==> src/rtl/rr_arbiter_8.sv <==
`timescale 1ns/1ps
// ---------------------------------------------------------------------------
// rr_arbiter_8
//
// Eight-requester round-robin arbiter with a registered grant index.
// A grant is held until the owner pulses done, drops its request, or has
// held the grant for MAX_HOLD cycles (MAX_HOLD = 0 disables the limit).
// Every grant is followed by at least one idle cycle (gnt_valid = 0), so the
// downstream 3-to-8 decoder never switches select while its output is live.
//
// Parameters:
//   MAX_HOLD  maximum grant length in cycles, 0 = unlimited
//   CNT_W     hold counter width, MAX_HOLD must fit in 2^CNT_W-1
//
// Ports:
//   clk        rising-edge clock
//   rst_n      asynchronous active-low reset
//   req[7:0]   request vector, bit k belongs to requester k
//   done       one-cycle release strobe from the current owner
//   gnt_idx    registered index of the current/last owner (decoder select)
//   gnt_valid  registered, high while gnt_idx names a live grant
//   timeout    registered one-cycle pulse on a hold-limit forced release
// ---------------------------------------------------------------------------
module rr_arbiter_8 #(
    parameter int MAX_HOLD = 16,
    parameter int CNT_W    = 8
) (
    input  logic       clk,
    input  logic       rst_n,
    input  logic [7:0] req,
    input  logic       done,
    output logic [2:0] gnt_idx,
    output logic       gnt_valid,
    output logic       timeout
);

    typedef enum logic {
        IDLE  = 1'b0,
        GRANT = 1'b1
    } state_t;

    // Last hold count value before the forced release fires.
    localparam logic [CNT_W-1:0] HOLD_LAST =
        (MAX_HOLD == 0) ? '0 : CNT_W'(MAX_HOLD - 1);
    localparam bit LIMIT_EN = (MAX_HOLD != 0);

    state_t           state_reg,   state_next;
    logic [2:0]       idx_reg,     idx_next;
    logic [2:0]       ptr_reg,     ptr_next;
    logic             valid_reg,   valid_next;
    logic             timeout_reg, timeout_next;
    logic [CNT_W-1:0] hold_reg,    hold_next;

    logic [7:0] rot_req;
    logic [2:0] rot_win;
    logic       any_req;
    logic       rel_done;
    logic       rel_drop;
    logic       rel_limit;
    logic       release_now;

    // Rotate the request vector so that bit 0 is the requester at ptr.
    // The 3-bit add wraps, giving the mod-8 scan order for free.
    genvar gi;
    generate
        for (gi = 0; gi < 8; gi++) begin : g_rot
            assign rot_req[gi] = req[ptr_reg + 3'(gi)];
        end
    endgenerate

    // Lowest set bit of the rotated vector = first requester at or after ptr.
    always_comb begin
        rot_win = '0;
        for (int i = 7; i >= 0; i--) begin
            if (rot_req[i]) begin
                rot_win = 3'(i);
            end
        end
    end

    assign any_req = |req;

    assign rel_done    = done;
    assign rel_drop    = ~req[idx_reg];
    assign rel_limit   = LIMIT_EN && (hold_reg == HOLD_LAST);
    assign release_now = rel_done | rel_drop | rel_limit;

    always_comb begin
        state_next   = state_reg;
        idx_next     = idx_reg;
        ptr_next     = ptr_reg;
        valid_next   = valid_reg;
        timeout_next = 1'b0;
        hold_next    = hold_reg;

        case (state_reg)
            IDLE: begin
                valid_next = 1'b0;
                if (any_req) begin
                    state_next = GRANT;
                    idx_next   = ptr_reg + rot_win;
                    valid_next = 1'b1;
                    hold_next  = '0;
                end
            end
            GRANT: begin
                if (release_now) begin
                    state_next   = IDLE;
                    valid_next   = 1'b0;
                    ptr_next     = idx_reg + 3'd1;
                    // Only flag a timeout when the limit alone ended the grant.
                    timeout_next = rel_limit & ~rel_done & ~rel_drop;
                end else if (hold_reg != '1) begin
                    hold_next = hold_reg + 1'b1;
                end
            end
            default: begin
                state_next = IDLE;
                valid_next = 1'b0;
            end
        endcase
    end

    always_ff @(posedge clk or negedge rst_n) begin
        if (!rst_n) begin
            state_reg   <= IDLE;
            idx_reg     <= 3'd0;
            ptr_reg     <= 3'd0;
            valid_reg   <= 1'b0;
            timeout_reg <= 1'b0;
            hold_reg    <= '0;
        end else begin
            state_reg   <= state_next;
            idx_reg     <= idx_next;
            ptr_reg     <= ptr_next;
            valid_reg   <= valid_next;
            timeout_reg <= timeout_next;
            hold_reg    <= hold_next;
        end
    end

    assign gnt_idx   = idx_reg;
    assign gnt_valid = valid_reg;
    assign timeout   = timeout_reg;

endmodule

==> config.mk <==
export PLATFORM = sky130hd
export DESIGN_NAME = rr_arbiter_8
export DESIGN_NICKNAME = d
export VERILOG_FILES = /design/src/rtl/rr_arbiter_8.sv
export SDC_FILE = /design/constraint.sdc
export NUM_CORES = 1
export LEC_CHECK = 0
export CAP_MARGIN = 20
export CORE_MARGIN = 3
export CORE_UTILIZATION = 25
export DETAILED_ROUTE_END_ITERATION = 12
export SYNTH_ARGS = -nofsm -noshare
export SYNTH_HDL_FRONTEND = slang
export SYNTH_SLANG_ARGS = --single-unit
==> constraint.sdc <==
create_clock -name clk -period 9.3 [get_ports clk]
set_clock_uncertainty 0.1 [all_clocks]
set_input_delay 2.325 -clock clk [delete_from_list [all_inputs] [get_ports clk]]
set_output_delay 2.325 -clock clk [all_outputs]
set_load 0.05 [all_outputs]
======== Yosys cells after proc, flatten, opt, wreduce, memory -nomap -nowiden ========
Cells that the tools add are included.
word-level totals
  output and inout port bits .............. 5
  flip-flop bits (word level) ............. 17
cells by class
  multiplexer cells ....................... 37
  magnitude comparators ................... 9
  bitwise logic cells ..................... 7
  equal/unequal tests ..................... 6
  reduce and logical (&&, ||, !) cells .... 4
  add/subtract/negate cells ............... 10
operators with widths
  cell                                                        number
  less-than comparator 3 x 4 -> 1 bit, second input constant  9
  binary-select mux 1 bit (select 3 bit)                      9
  two-way mux 3 bit                                           8
  two-way mux 8 bit                                           3
  case mux 8 bit (2 select lines)                             1
  two-way mux 1 bit                                           14
  adder 3 bit, second input constant                          4
  adder 8 x 1 -> 8 bit, second input constant                 1
  equality test 8 x 4 -> 1 bit, second input constant         1
  inequality test 8 bit, second input constant                1
  OR reduction 8 bit                                          1
  adder 3 x 1 -> 3 bit, second input constant                 2
  adder 3 x 2 -> 3 bit, second input constant                 2
  inequality test 2 x 1 -> 1 bit, second input constant       2
  inequality test 2 bit, second input constant                2
  case mux 1 bit (2 select lines)                             2
  AND reduction 2 bit                                         2
  adder 3 bit                                                 1
  NOT 1 bit                                                   3
  AND reduction 3 bit                                         1
  AND 1 bit                                                   2
  bitwise OR 1 bit                                            2

======== Logic depth before layout (Yosys ltp) ========
Gate-level depths: netlist of run 1.
  depth in word-level cells ............... 12
  mapped depth ............................ 16

======== Worst setup path before layout of run 1 ========
Ideal clock, no wire load.
  path type ............................... input-to-reg
  start ................................... in req[3]
  end ..................................... reg idx_reg[2] (netlist: gnt_idx[2])
  data arrival time ....................... 4.543 ns
  stages .................................. 12
  buffers on the path ..................... 0
  library setup time ...................... 0.070 ns
  path slack .............................. 4.587 ns
  path through ............................ mux4_2 > mux2_2 > nand2b_1 > a21oi_1 > o21bai_1 > a22oi_1 > ha_1 > inv_1 > fa_1 > xor2_1 > a211o_1 > nand3_1
on the way
  longest elaborated chain between the ends .. 11
  elaborated cells on any way between the ends .. 27
  those cells by class .................... add/sub (1); mux (24); reduce/logical (2)
ends and longest elaborated chain
  what                                     RTL line  source
  from (decl)                              30        input logic [7:0] req,
  binary-select mux 1 bit (select 3 bit)   67        assign rot_req[gi] = req[ptr_reg + 3'(gi)];
  two-way mux 1 bit (not written as such)  67
  two-way mux 3 bit (8 in a row)           75        if (rot_req[i]) begin
  adder 3 bit                              101       idx_next = ptr_reg + rot_win;
  to (signal assigned)                     134       idx_reg <= idx_next;
  to (decl)                                48        logic [2:0] idx_reg, idx_next;
Several ways; a longest one is shown, not always the timed one. The select of a mux whose other input is x is not followed.
A chain may end at the register's enable or synchronous reset.

======== Worst setup path after layout of run 1 ========
  start ................................... in req[7]
  end ..................................... reg idx_reg[2] (netlist: gnt_idx[2])
The elaborated chain is that of the path after synthesis.

==> results of run 1 <==
==> per-stage QoR <==
step | power [mW] | cells
after global placement | 0.5600 | 219
after detailed placement | 0.5642 | 219
after CTS | 0.6229 | 223
after floorplan | 0.4862 | 136
after global routing | 0.6696 | 223
final | 0.6168 | 223
==> tightest hold or removal path: stages, from the launching register on <==
cell,delay (ps)
dfrtp_1,370
nand2_1,60
nand2_1,50
==> report_power, final <==
| group | switching (mW) | total [mW] | internal [mW] |
|---|---|---|---|
| Combinational | 0.202 | 0.416 | 0.213 |
| Sequential | 0.0499 | 0.146 | 0.0962 |
| Clock | 0.0246 | 0.0550 | 0.0304 |
| Total | 0.277 | 0.617 | 0.340 |
==> cell usage in the layout, fill, tap and decap left out, drive strengths merged, types with 2 or more instances in the layout <==
cell type,n
or2,2
and3,3
mux2i,4
clkdlybuf4s50,15
inv,4
mux4,14
nand2b,2
mux2,9
nand4,5
nand2,17
nand3,3
or3b,2
xor2,10
a21oi,3
dfrtp,17
o21ai,3
nor4,4
nor2,13
clkbuf,4
ha,5
==> path summary, 6_finish.rpt <==
kind	from	end	slack [ps]	cells past startpoint
worst max-delay path	req[7]	gnt_idx[2]	4080	13
worst min-delay path	hold_reg[1]	hold_reg[1]	400	2
worst max register to register	ptr_reg[0]	gnt_idx[2]	5270	10
worst min register to register	hold_reg[1]	hold_reg[1]	400	2
max in group asynchronous	rst_n	gnt_idx[0]	6230	1
min in group asynchronous	rst_n	hold_reg[5]	2410	1
==> cells by family (layout without fill, tap and decap cells) <==
logic type | count (synthesis) | after routing | synth area share, %
flip-flops | 17 | 17 | 28.33
XOR/XNOR | 10 | 10 | 5.833
adder cells (fa/ha/maj) | 6 | 6 | 5.500
multiplexers | 27 | 27 | 32.42
AND/OR/NAND/NOR | 54 | 54 | 18.25
AO/OA/AOI/OAI | 14 | 14 | 6.500
buffers and inverters | 8 | 23 | 3.166
==> final cells by class <==
cell class | instances | share of cell area (%)
Clock buffer | 4 | 2.568
Multi-Input combinational cell | 111 | 58.63
Sequential cell | 17 | 24.25
Timing Repair Buffer | 15 | 8.559
Inverter | 4 | 0.8559
Tap cell | 72 | 5.136
==> layer usage <==
| metal | global-route usage (%) | wire length (um) |
|---|---|---|
| met4 | 2.193 | 31 |
| met3 | 1.974 | 116 |
| met1 | 13.09 | 1502 |
| met2 | 13.85 | 1440 |
| met5 | 0 | 0 |
==> reports/results.ini, run 1 <==
[run_status]
outcome = complete, no violations

[sta]
rsz0062_at_grt = false
period_needed_ps = 5220
slew_headroom_pct = 49.71
setup_ws_ps = 4080
timing.hold.ws_ps = 402.3
drv_slew = 0
worst_pin_slew_ps = 754.4
finalSetupTns_ps = 0
finalSetupViolCount = 0
hold_violations = 0
period_share_pct = 56.13
clock.fmax_mhz = 191.6

[grt]
track_usage_pct = 9.072
grt_max_degree = 18
overflow = 0
grt_antenna_before_repair = 0
grt_pass1_wl_mm = 5.292
grt_pass1_vias = 1110

[synth]
yosysTopAreaCellShare_pct = 28.33
dominantRegCellSynth = dfrtp_1
seq_area_frac_synth_pct = 28.33
synth-async-reset-ratio_pct = 100.0
synth.ff_latch_count = 17
avgSynthCellArea_sq_um = 11.04
syn-cell-area_sq_um = 1501
yosys-top-cells-area = dfrtp_1, mux4_2, mux4_1, xor2_1, nand2_1
syn_nets = 153
yosys_warnings = 0
synth_cell_type_count = 35
synth_top_cell_by_area = dfrtp_1
syn_inst = 136
synth-edff-count = 0
ys_top_cells_by_count = dfrtp_1, nand2_1, nor2_1

[floorplan]
die_area_sq_um = 6971
core.rowCount = 27
die_x_um = 83.50
core_area_sq_um = 5642
io_pins = 16
initial_core_util_pct = 26.61
die_h_um = 83.50

[critical_path]
cp_top_family = multiplexers
crit_buf_inv = 2
required_ps = 9390
slowest_stage = clkdlybuf4s50_1
worstPathArrival_ps = 5310
worstSetupStartpointType = input port
worstPathMaxFanout = 8
cp_cell_sequence = clkdlybuf4s50_1, mux4_2, mux2_2, nand2b_1, a21oi_1, o21bai_1, a22oi_1, ha_1, inv_1, fa_1, xor2_1, a211o_1, nand3_1
critPathKind = in -> reg
crit_path_max_incr_delay_ps = 550
cp-end-kind = flip-flop

[power]
powerDensity_nw_per_um2 = 351.6
max-vdd-ir-drop_v = 0.0001494
power.leakage_nw = 0.7374

[clock_network]
clockBufferDepth = 2
clk_latency_ps = 250
clkSlewWorstSetupHoldPaths_ps = 60
cts_tree = done
cts_root_buffer = clkbuf_8
cts_num_sinks = 17
cts_buffers = 3
cts_resized = 0
post_cts_buffers = 0
ctsHoldBuffers = 0
htree_levels = 1

[route]
via_count = 1120
avgViaCountPerCell = 5.022
detail_route.iter0.violations = 32
totalWireLength_mm = 3.089
dr.pass1.iters = 4
avgRoutedWirePerCell_um = 13.85
postRouteAntennaNets = 0
drc = 0

[final_layout]
drive_gt1_share_pct = 16.56
utilization_pct = 31.09
largest_reg_flops = 8
regArea_sq_um = 425.4
multi_input_area_sq_um = 1028
antenna_cells = 0
fin_area_sq_um = 1754
num-fill-cells = 572
area_growth_pct = 16.83
final_net_count = 169

[place]
dp_hpwl_mm = 2.355
portBuffers = 15
place_congestion = 0.7730
place_area_sq_um = 1709
dpl_worst_slack_ps = 3837

[flow_run]
drv_cap = 0

[hold_path]
hold_class = reg -> reg

No activity file was read; power rests on OpenSTA's default activity.
==> inputs of run 2 (changes only) <==
clock period = 4.7 ns   (was 9.3 ns; I/O delays follow)
==> reports/results.ini, run 2 (same netlist as run 1, synthesis figures left out) <==
[clock_network]
cts_buffers = 3  ; unchanged
htree_levels = 1  ; unchanged
ctsHoldBuffers = 0  ; unchanged
clkSlewWorstSetupHoldPaths_ps = 60  ; about the same
clockBufferDepth = 2  ; unchanged
cts_num_sinks = 17  ; unchanged
post_cts_buffers = 0  ; unchanged
cts_tree = done  ; unchanged
cts_resized = 0  ; unchanged
clk_latency_ps = 250  ; about the same
cts_root_buffer = clkbuf_8  ; unchanged

[grt]
grt_pass1_wl_mm = 5.457  ; was 5.292 mm
grt_antenna_before_repair = 0  ; unchanged
track_usage_pct = 9.443  ; was 9.072%
overflow = 0  ; unchanged
grt_max_degree = 18  ; unchanged
grt_pass1_vias = 1081  ; was 1,110

[critical_path]
crit_start = req[5]  ; was req[7]
cp-end-kind = flip-flop  ; unchanged
required_ps = 4790  ; was 9390 ps
cp_cell_sequence = clkdlybuf4s50_1, mux4_2, mux2_2, nand2b_1, a21oi_1, o21bai_1, a22oi_1, ha_1, inv_1, fa_1, xor2_1, a211o_1, nand3_1  ; unchanged
worstPathMaxFanout = 8  ; unchanged
slowest_stage = clkdlybuf4s50_1  ; unchanged
crit_buf_inv = 2  ; unchanged
reg2reg_from = ptr_reg[1]  ; was ptr_reg[0]
critPathKind = in -> reg  ; unchanged
worstSetupStartpointType = input port  ; unchanged
worstPathArrival_ps = 4120  ; was 5310 ps
cp_top_family = multiplexers  ; unchanged
crit_path_max_incr_delay_ps = 530  ; was 550 ps

[floorplan]
core.rowCount = 27  ; unchanged
core_area_sq_um = 5642  ; unchanged
die_area_sq_um = 6971  ; unchanged
die_h_um = 83.50  ; unchanged
die_x_um = 83.50  ; unchanged
initial_core_util_pct = 26.61  ; unchanged
io_pins = 16  ; unchanged

[sta]
finalSetupViolCount = 0  ; unchanged
period_share_pct = 85.77
worst_pin_slew_ps = 770.4  ; was 754.4 ps
slew_headroom_pct = 48.48  ; was 49.71%
period_needed_ps = 4031
drv_slew = 0  ; unchanged
setup_ws_ps = 668.7  ; was 4080 ps
hold_violations = 0  ; unchanged
clock.fmax_mhz = 248.1
rsz0062_at_grt = false  ; unchanged
finalSetupTns_ps = 0  ; unchanged

[place]
portBuffers = 15  ; unchanged
dpl_worst_slack_ps = 409.4  ; was 3837 ps
place_area_sq_um = 1717  ; was 1709 sq um
place_congestion = 0.7752  ; was 0.7730
dp_hpwl_mm = 2.376  ; was 2.355 mm

[final_layout]
largest_reg_flops = 8  ; unchanged
final_net_count = 170  ; was 169
area_growth_pct = 17.33  ; was 16.83%
num-fill-cells = 567  ; was 572
utilization_pct = 31.23  ; was 31.09%
fin_area_sq_um = 1762  ; was 1754 sq um
drive_gt1_share_pct = 17.11  ; was 16.56%
antenna_cells = 0  ; unchanged
final_cell_mix = nand2_1, dfrtp_1, clkdlybuf4s50_1  ; unchanged

[flow_run]
drv_cap = 0  ; unchanged

[hold_path]
hold_class = reg -> reg  ; unchanged
worstHoldStart = hold_reg[1]  ; unchanged

[route]
detail_route.iter0.violations = 91  ; was 32
avgViaCountPerCell = 5.112  ; was 5.022
totalWireLength_mm = 3.124  ; was 3.089 mm
dr.pass1.iters = 5  ; was 4
via_count = 1145  ; was 1,120
drc = 0  ; unchanged
postRouteAntennaNets = 0  ; unchanged
avgRoutedWirePerCell_um = 13.95  ; was 13.85 um

[run_status]
outcome = complete, no violations  ; unchanged

[power]
powerDensity_nw_per_um2 = 695.6  ; was 351.6 nW/um^2
max-vdd-ir-drop_v = 0.0002662  ; was 0.0001494 V
power.leakage_nw = 0.7421  ; was 0.7374 nW

==> run 2: through the flow <==
stage	total power, mW	instances	hold slack [ps]
2_1_floorplan	0.9621	136	357.1
3_3_place_gp	1.114	220	377.5
3_5_place_dp	1.124	220	391.2
4_1_cts	1.239	224	405.5
5_1_grt	1.343	224	445.4
6_report	1.225	224	401.3
==> run 2: final cells by class <==
type,count,area (sq um),share of cell area [%]
inverters,4,15.01,0.8523
multi-input cells,111,1028,58.38
repair buffers,16,157.7,8.949
flip-flops and latches,17,425.4,24.15
well taps,72,90.09,5.114
clock buffers,4,45.04,2.557
==> run 2: report_power, final <==
part / switching, mW / leakage (nW) / internal [mW] / total [mW]
registers: 0.0710 / 0.220 / 0.191 / 0.262
logic: 0.429 / 0.499 / 0.427 / 0.856
clock network: 0.0472 / 0.0228 / 0.0601 / 0.107
==> run 2: routing by layer <==
metal  GRT usage, %  up-vias  wire (um)  share of wire [%]
li1               -      555          -                  -
met3          1.876        4        131                4.2
met5              0        -          0                  0
met4          2.485        0         37                1.2
met1          14.31      556       1507                 48
met2          13.63       30       1447                 46
==> run 2: final timing paths <==
path                          endpoint  slack, ps  depth (start not counted)
setup reg to reg            gnt_idx[2]        950                         10
hold reg to reg            hold_reg[1]        400                          2
hold / removal             hold_reg[1]        400                          2
min in group asynchronous  hold_reg[4]       1280                          1
max in group asynchronous    state_reg       2740                          1
setup / recovery            gnt_idx[2]        670                         13
==> run 2: worst register-to-register path, delay by kind of cell, from the launching register on <==
family	cells	cell delay, ps
compound gates	2	500
fa+ha+maj	2	980
flops	1	470
mux	2	850
xor+xnor	1	160
buf+inv	1	170
simple gates	2	470
==> inputs of run 3 (changes only) <==
GPL_ROUTABILITY_DRIVEN = 0   (was default)
TNS_END_PERCENT = 10   (was default)
==> results of run 3 <==
The final DEF is identical to that of run 2; final timing and power are the same.
